--- src/rtl/mult32x32_arith_if.sv ---
// Control/data bundle between the multiplier FSM (master) and the arithmetic stage (slave).
interface mult32x32_arith_if;
  logic [31:0] a;
  logic [31:0] b;
  logic        busy;
  logic [1:0]  a_sel;
  logic        b_sel;
  logic [2:0]  shift_sel;
  logic        upd_prod;
  logic        clr_prod;
  logic [63:0] product;
  logic        prod_valid;
  logic        proto_err;

  modport master (
    output a, b, busy, a_sel, b_sel, shift_sel, upd_prod, clr_prod,
    input  product, prod_valid, proto_err
  );

  modport slave (
    input  a, b, busy, a_sel, b_sel, shift_sel, upd_prod, clr_prod,
    output product, prod_valid, proto_err
  );
endinterface

--- src/rtl/mult32x32_arith.sv ---
// 32x32 multiplier datapath: captures operands, accumulates one shifted 8x16 partial
// product per update cycle into a 64-bit product register.
module mult32x32_arith (
  input  logic                    clk,
  input  logic                    reset,
  mult32x32_arith_if.slave        bus
);

  logic [31:0] a_q, a_d;
  logic [31:0] b_q, b_d;
  logic [63:0] product_q, product_d;
  logic        valid_q, valid_d;
  logic        open_q, open_d;
  logic        proto_err_q, proto_err_d;

  logic [7:0]  a_byte;
  logic [15:0] b_word;
  logic [23:0] pp;
  logic [63:0] pp_ext;
  logic [63:0] pp_shifted;

  always_comb begin
    a_byte = 8'd0;
    unique case (bus.a_sel)
      2'd0: a_byte = a_q[7:0];
      2'd1: a_byte = a_q[15:8];
      2'd2: a_byte = a_q[23:16];
      2'd3: a_byte = a_q[31:24];
      default: a_byte = 8'd0;
    endcase
  end

  assign b_word = bus.b_sel ? b_q[31:16] : b_q[15:0];
  assign pp     = {16'd0, a_byte} * {8'd0, b_word};
  assign pp_ext = {40'd0, pp};

  // Shift selects 6 and 7 are out of range and contribute nothing.
  assign pp_shifted = (bus.shift_sel > 3'd5) ? 64'd0 : (pp_ext << {bus.shift_sel, 3'b000});

  always_comb begin
    a_d         = a_q;
    b_d         = b_q;
    product_d   = product_q;
    valid_d     = valid_q;
    open_d      = open_q;
    proto_err_d = proto_err_q;
    if (bus.clr_prod) begin
      product_d = 64'd0;
      a_d       = bus.a;
      b_d       = bus.b;
      valid_d   = 1'b0;
      open_d    = 1'b1;
    end else if (bus.upd_prod) begin
      product_d = product_q + pp_shifted;
      if (!bus.busy) begin
        valid_d = 1'b1;
        open_d  = 1'b0;
      end
      // Accumulation still happens on a stray update; it is only flagged.
      if (!open_q) begin
        proto_err_d = 1'b1;
      end
    end
  end

  always_ff @(posedge clk or negedge reset) begin
    if (!reset) begin
      a_q         <= 32'd0;
      b_q         <= 32'd0;
      product_q   <= 64'd0;
      valid_q     <= 1'b0;
      open_q      <= 1'b0;
      proto_err_q <= 1'b0;
    end else begin
      a_q         <= a_d;
      b_q         <= b_d;
      product_q   <= product_d;
      valid_q     <= valid_d;
      open_q      <= open_d;
      proto_err_q <= proto_err_d;
    end
  end

  assign bus.product    = product_q;
  assign bus.prod_valid = valid_q;
  assign bus.proto_err  = proto_err_q;

endmodule

--- src/flat_wrapper.sv ---
// flat-port wrapper written by rule: the top's interface ports become plain ports
module mult32x32_arith_flat 
  (clk, reset, bus_a, bus_b, bus_busy, bus_a_sel, bus_b_sel, bus_shift_sel, bus_upd_prod, bus_clr_prod, bus_product, bus_prod_valid, bus_proto_err);
  mult32x32_arith_if bus_i ();
  input  logic clk;
  input  logic reset;
  input wire logic [$bits(bus_i.a)-1:0] bus_a;
  input wire logic [$bits(bus_i.b)-1:0] bus_b;
  input wire logic [$bits(bus_i.busy)-1:0] bus_busy;
  input wire logic [$bits(bus_i.a_sel)-1:0] bus_a_sel;
  input wire logic [$bits(bus_i.b_sel)-1:0] bus_b_sel;
  input wire logic [$bits(bus_i.shift_sel)-1:0] bus_shift_sel;
  input wire logic [$bits(bus_i.upd_prod)-1:0] bus_upd_prod;
  input wire logic [$bits(bus_i.clr_prod)-1:0] bus_clr_prod;
  output wire logic [$bits(bus_i.product)-1:0] bus_product;
  output wire logic [$bits(bus_i.prod_valid)-1:0] bus_prod_valid;
  output wire logic [$bits(bus_i.proto_err)-1:0] bus_proto_err;
  assign bus_i.a = bus_a;
  assign bus_i.b = bus_b;
  assign bus_i.busy = bus_busy;
  assign bus_i.a_sel = bus_a_sel;
  assign bus_i.b_sel = bus_b_sel;
  assign bus_i.shift_sel = bus_shift_sel;
  assign bus_i.upd_prod = bus_upd_prod;
  assign bus_i.clr_prod = bus_clr_prod;
  assign bus_product = bus_i.product;
  assign bus_prod_valid = bus_i.prod_valid;
  assign bus_proto_err = bus_i.proto_err;
  mult32x32_arith u_core (.clk(clk), .reset(reset), .bus(bus_i));
endmodule
--- config.mk ---
export PLATFORM = sky130hd
export DESIGN_NAME = mult32x32_arith_flat
export DESIGN_NICKNAME = d
export VERILOG_FILES = /design/src/rtl/mult32x32_arith_if.sv /design/src/rtl/mult32x32_arith.sv /design/src/flat_wrapper.sv
export SDC_FILE = /design/constraint.sdc
export NUM_CORES = 1
export LEC_CHECK = 0
export CORE_UTILIZATION = 50
export CTS_BUF_LIST = sky130_fd_sc_hd__clkbuf_16
export DETAILED_ROUTE_END_ITERATION = 16
export GPL_TIMING_DRIVEN = 1
export PLACE_DENSITY = 0.72
export SKIP_CTS_REPAIR_TIMING = 1
export SLEW_MARGIN = 20
export SYNTH_ARGS = -nofsm -noshare
export SYNTH_HDL_FRONTEND = slang
export SYNTH_SLANG_ARGS = --single-unit
--- constraint.sdc ---
create_clock -name clk -period 24.8 [get_ports clk]
set_input_delay 4.96 -clock clk [delete_from_list [all_inputs] [get_ports clk]]
set_output_delay 4.96 -clock clk [all_outputs]
set_load 0.02 [all_outputs]
==> reports/metrics.csv <==
metric;value;unit
postSynthCellCount;1601;
synth.distinct_cells;77;
finalSetupTns;0;ps
mostFrequentLayoutCells;sky130_fd_sc_hd__nor2_1 (235), sky130_fd_sc_hd__clkdlybuf4s50_1 (137), sky130_fd_sc_hd__dfrtp_1 (131);
synth_xor_xnor_area_share;4.41;%
synth_adder_area_share;21.9;%
yosys_warnings;0;
vias_in_the_first_global_route;12200;
drt_drc_violations_left;0;
drt_wl_total;39100;um
synth-simple-area-share;16.2;%
gp_congestion;0.991;
dieArea;28500;um^2
placed_area;15500;um^2
timing.rr.start;u_core.a_q[3];
cts_buffer_depth;2;
detailroute.via_count;12200;
timing.critical_path.fanout_max;16;
routed_via_density;5.85;
timing.critical_path.required;25130;ps
ys_seq_area_share;23.6;%
rsz0062_at_grt;false;
tightest_slew;1100;ps
synth-async-reset-ratio;100;%
grt_use_total;28.3;%
run_status;finished, final reports clean;
syn-num-nets;1868;
criticalPathCategory;in2reg;
synth-compound-area-share;17.1;%
grt_antenna_before_repair;0;
nets_finish;1959;
effective_utilization_at_floorplan;51.3;%
startpoint_of_the_most_critical_setup_path;bus_a_sel[0];
max_clock_freq;66.6;MHz
crit_path_start_kind;input pin;
largest_net_degree_at_the_start_of_global_routing;79;
synthesis_stage_register_bit_count;131;
dpl.hpwl;30500;um
synthesis.area;13900;um^2
post_synth.cell_area_avg;8.69;um^2
finish.instance_area;16100;um^2
mostFrequentLayoutCell;sky130_fd_sc_hd__nor2_1;
areaGrowthSynthToFinish;15.7;%
grt_pass1_wl;63900;um
edff_count_synth;0;
dr.pass1.iters;5;
cts.reportedPaths.clkPinSlew;70;ps
cp-end-kind;flip-flop;
grt-ovfl-total;0;
timing.critical_path.slowest_cell_delay;1040;ps
core-area;27100;um^2
cts_inserted_buffers;17;
drtIter0Drc;839;
drtAntennaViolNets;0;
slew_violations;0;
slowest_stage;sky130_fd_sc_hd__clkdlybuf4s50_1;
clock_insertion_delay_worst_skew;450;ps
finClkSkew;13.9;ps
setup-violations-final;0;
ys.flop_type;sky130_fd_sc_hd__dfrtp_1;
min_period_over_period;60.6;%
routed_length_per_instance;18.8;um
die_w;169;um
max-cap-violations;0;
synth_top_family_by_area;adder cells;
min-delay-path-class;reg2reg;
max-slew-margin-rel;26.0;%
tritoncts;built;
synth_mux_area_share;11.2;%
arrival;15350;ps
diodes_inserted;0;
die-height;169;um
share_of_final_layout_standard_cells_stronger_than_drive_strength_1;8.97;%
port_buffers;140;
worst_hold_path_startpoint;u_core.open_q;
hold_violations;0;
cts.sinks;131;
floorplan.rows;60;
period_needed;15020;ps
i_o_pin_cnt;141;
cts_root_buf;sky130_fd_sc_hd__clkbuf_16;
cts.htree.levels;4;
==> registers in the layout (all words and copies together) (netlist names) <==
register	count
u_core.open_q	1
u_core.bus.prod_valid	1
u_core.a_q	32
u_core.bus.product	64
u_core.bus.proto_err	1
u_core.b_q	32
==> metal layers <==
metal,global-route usage (%),wire length [um],share of wire (%),vias up
li1,-,-,-,5756
met2,45.4,18000,46,433
met3,4.02,2210,5.6,79
met1,38.8,17800,45,5883
met4,10.7,1190,3.0,0
met5,0,0,0,-
==> synthesized netlist by cell type (3+ instances only) <==
master                      number  area share, %
sky130_fd_sc_hd__a211o_1         4           0.25
sky130_fd_sc_hd__a211oi_1       15           0.81
sky130_fd_sc_hd__a21o_1         43            2.3
sky130_fd_sc_hd__a21oi_1       116            4.2
sky130_fd_sc_hd__a31oi_1        18           0.81
sky130_fd_sc_hd__a32o_1          3           0.22
sky130_fd_sc_hd__and2_1          7           0.31
sky130_fd_sc_hd__and3_1         15           0.67
sky130_fd_sc_hd__and3_2          3           0.16
sky130_fd_sc_hd__and4_1          5           0.31
sky130_fd_sc_hd__buf_1           7           0.19
sky130_fd_sc_hd__clkbuf_1       59            1.6
sky130_fd_sc_hd__dfrtp_1       131             24
sky130_fd_sc_hd__fa_1           85             12
sky130_fd_sc_hd__ha_1          107            9.6
sky130_fd_sc_hd__inv_1         118            3.2
sky130_fd_sc_hd__mux2_2         74            6.0
sky130_fd_sc_hd__mux2i_1        73            5.3
sky130_fd_sc_hd__nand2_1        98            2.6
sky130_fd_sc_hd__nand2b_1       20           0.90
sky130_fd_sc_hd__nand3_1        27           0.97
sky130_fd_sc_hd__nand4_1        12           0.54
sky130_fd_sc_hd__nor2_1        235            6.3
sky130_fd_sc_hd__nor2b_1        12           0.54
sky130_fd_sc_hd__nor3_1         25           0.90
sky130_fd_sc_hd__o2111ai_1       3           0.19
sky130_fd_sc_hd__o211ai_1       11           0.59
sky130_fd_sc_hd__o21a_1         13           0.70
sky130_fd_sc_hd__o21ai_0        68            2.4
sky130_fd_sc_hd__o21ai_1         9           0.32
sky130_fd_sc_hd__o21bai_1       15           0.81
sky130_fd_sc_hd__o22ai_1        11           0.49
sky130_fd_sc_hd__o31ai_1         6           0.32
sky130_fd_sc_hd__or2_2          17           0.76
sky130_fd_sc_hd__or3_1           7           0.31
sky130_fd_sc_hd__or4_1           3           0.16
sky130_fd_sc_hd__xnor2_1        45            2.8
sky130_fd_sc_hd__xor2_1         25            1.6
==> cells by family (layout without fill, tap and decap cells) <==
family | after synthesis | after routing
AND/OR/NAND/NOR | 497 | 497
AO/OA/AOI/OAI | 370 | 370
buffers and inverters | 194 | 298
adder cells (fa/ha/maj) | 192 | 192
multiplexers | 147 | 147
flip-flops | 131 | 131
XOR/XNOR | 70 | 70
==> through the flow <==
step | util, % | setup slack [ps] | hold WS (ps) | instances
floorplan | - | 11180 | 433 | 1601
global placement | 57.1 | 9650 | 448 | 2045
CTS | 59.4 | 9860 | 470 | 2077
global route | 59.4 | 9060 | 500 | 2077
finish | 59.4 | 9780 | 464 | 2077
detailed placement | 57.1 | 9440 | 457 | 2045
==> final timing paths <==
| check | to | slack (ps) | cells after the start |
|---|---|---|---|
| min in group asynchronous | u_core.b_q[0] | 4480 | 1 |
| setup reg to reg | u_core.bus.product[62] | 15090 | 32 |
| hold reg to reg | u_core.bus.proto_err | 460 | 1 |
| setup / recovery | u_core.bus.product[62] | 9780 | 33 |
| hold / removal | u_core.bus.proto_err | 460 | 1 |
| max in group asynchronous | u_core.bus.product[38] | 19000 | 2 |
==> layout make-up <==
cell class / instances / area [um^2]
repair buffers: 146 / 1440
flip-flops and latches: 131 / 3280
inverters: 120 / 450
fillers: 2371 / 11000
clock inverters: 15 / 188
well taps: 372 / 465
clock buffers: 17 / 425
multi-input cells: 1276 / 9860
==> worst max-delay path, delay by kind of cell <==
kind	cells	cell delay, ps
compound gates	17	4650
xor+xnor	1	410
fa+ha+maj	6	2710
buf+inv	4	1200
mux	1	420
simple gates	4	950
Power is not shown: default switching activity piles up to over one toggle a cycle in this logic, so the estimate is an artifact.
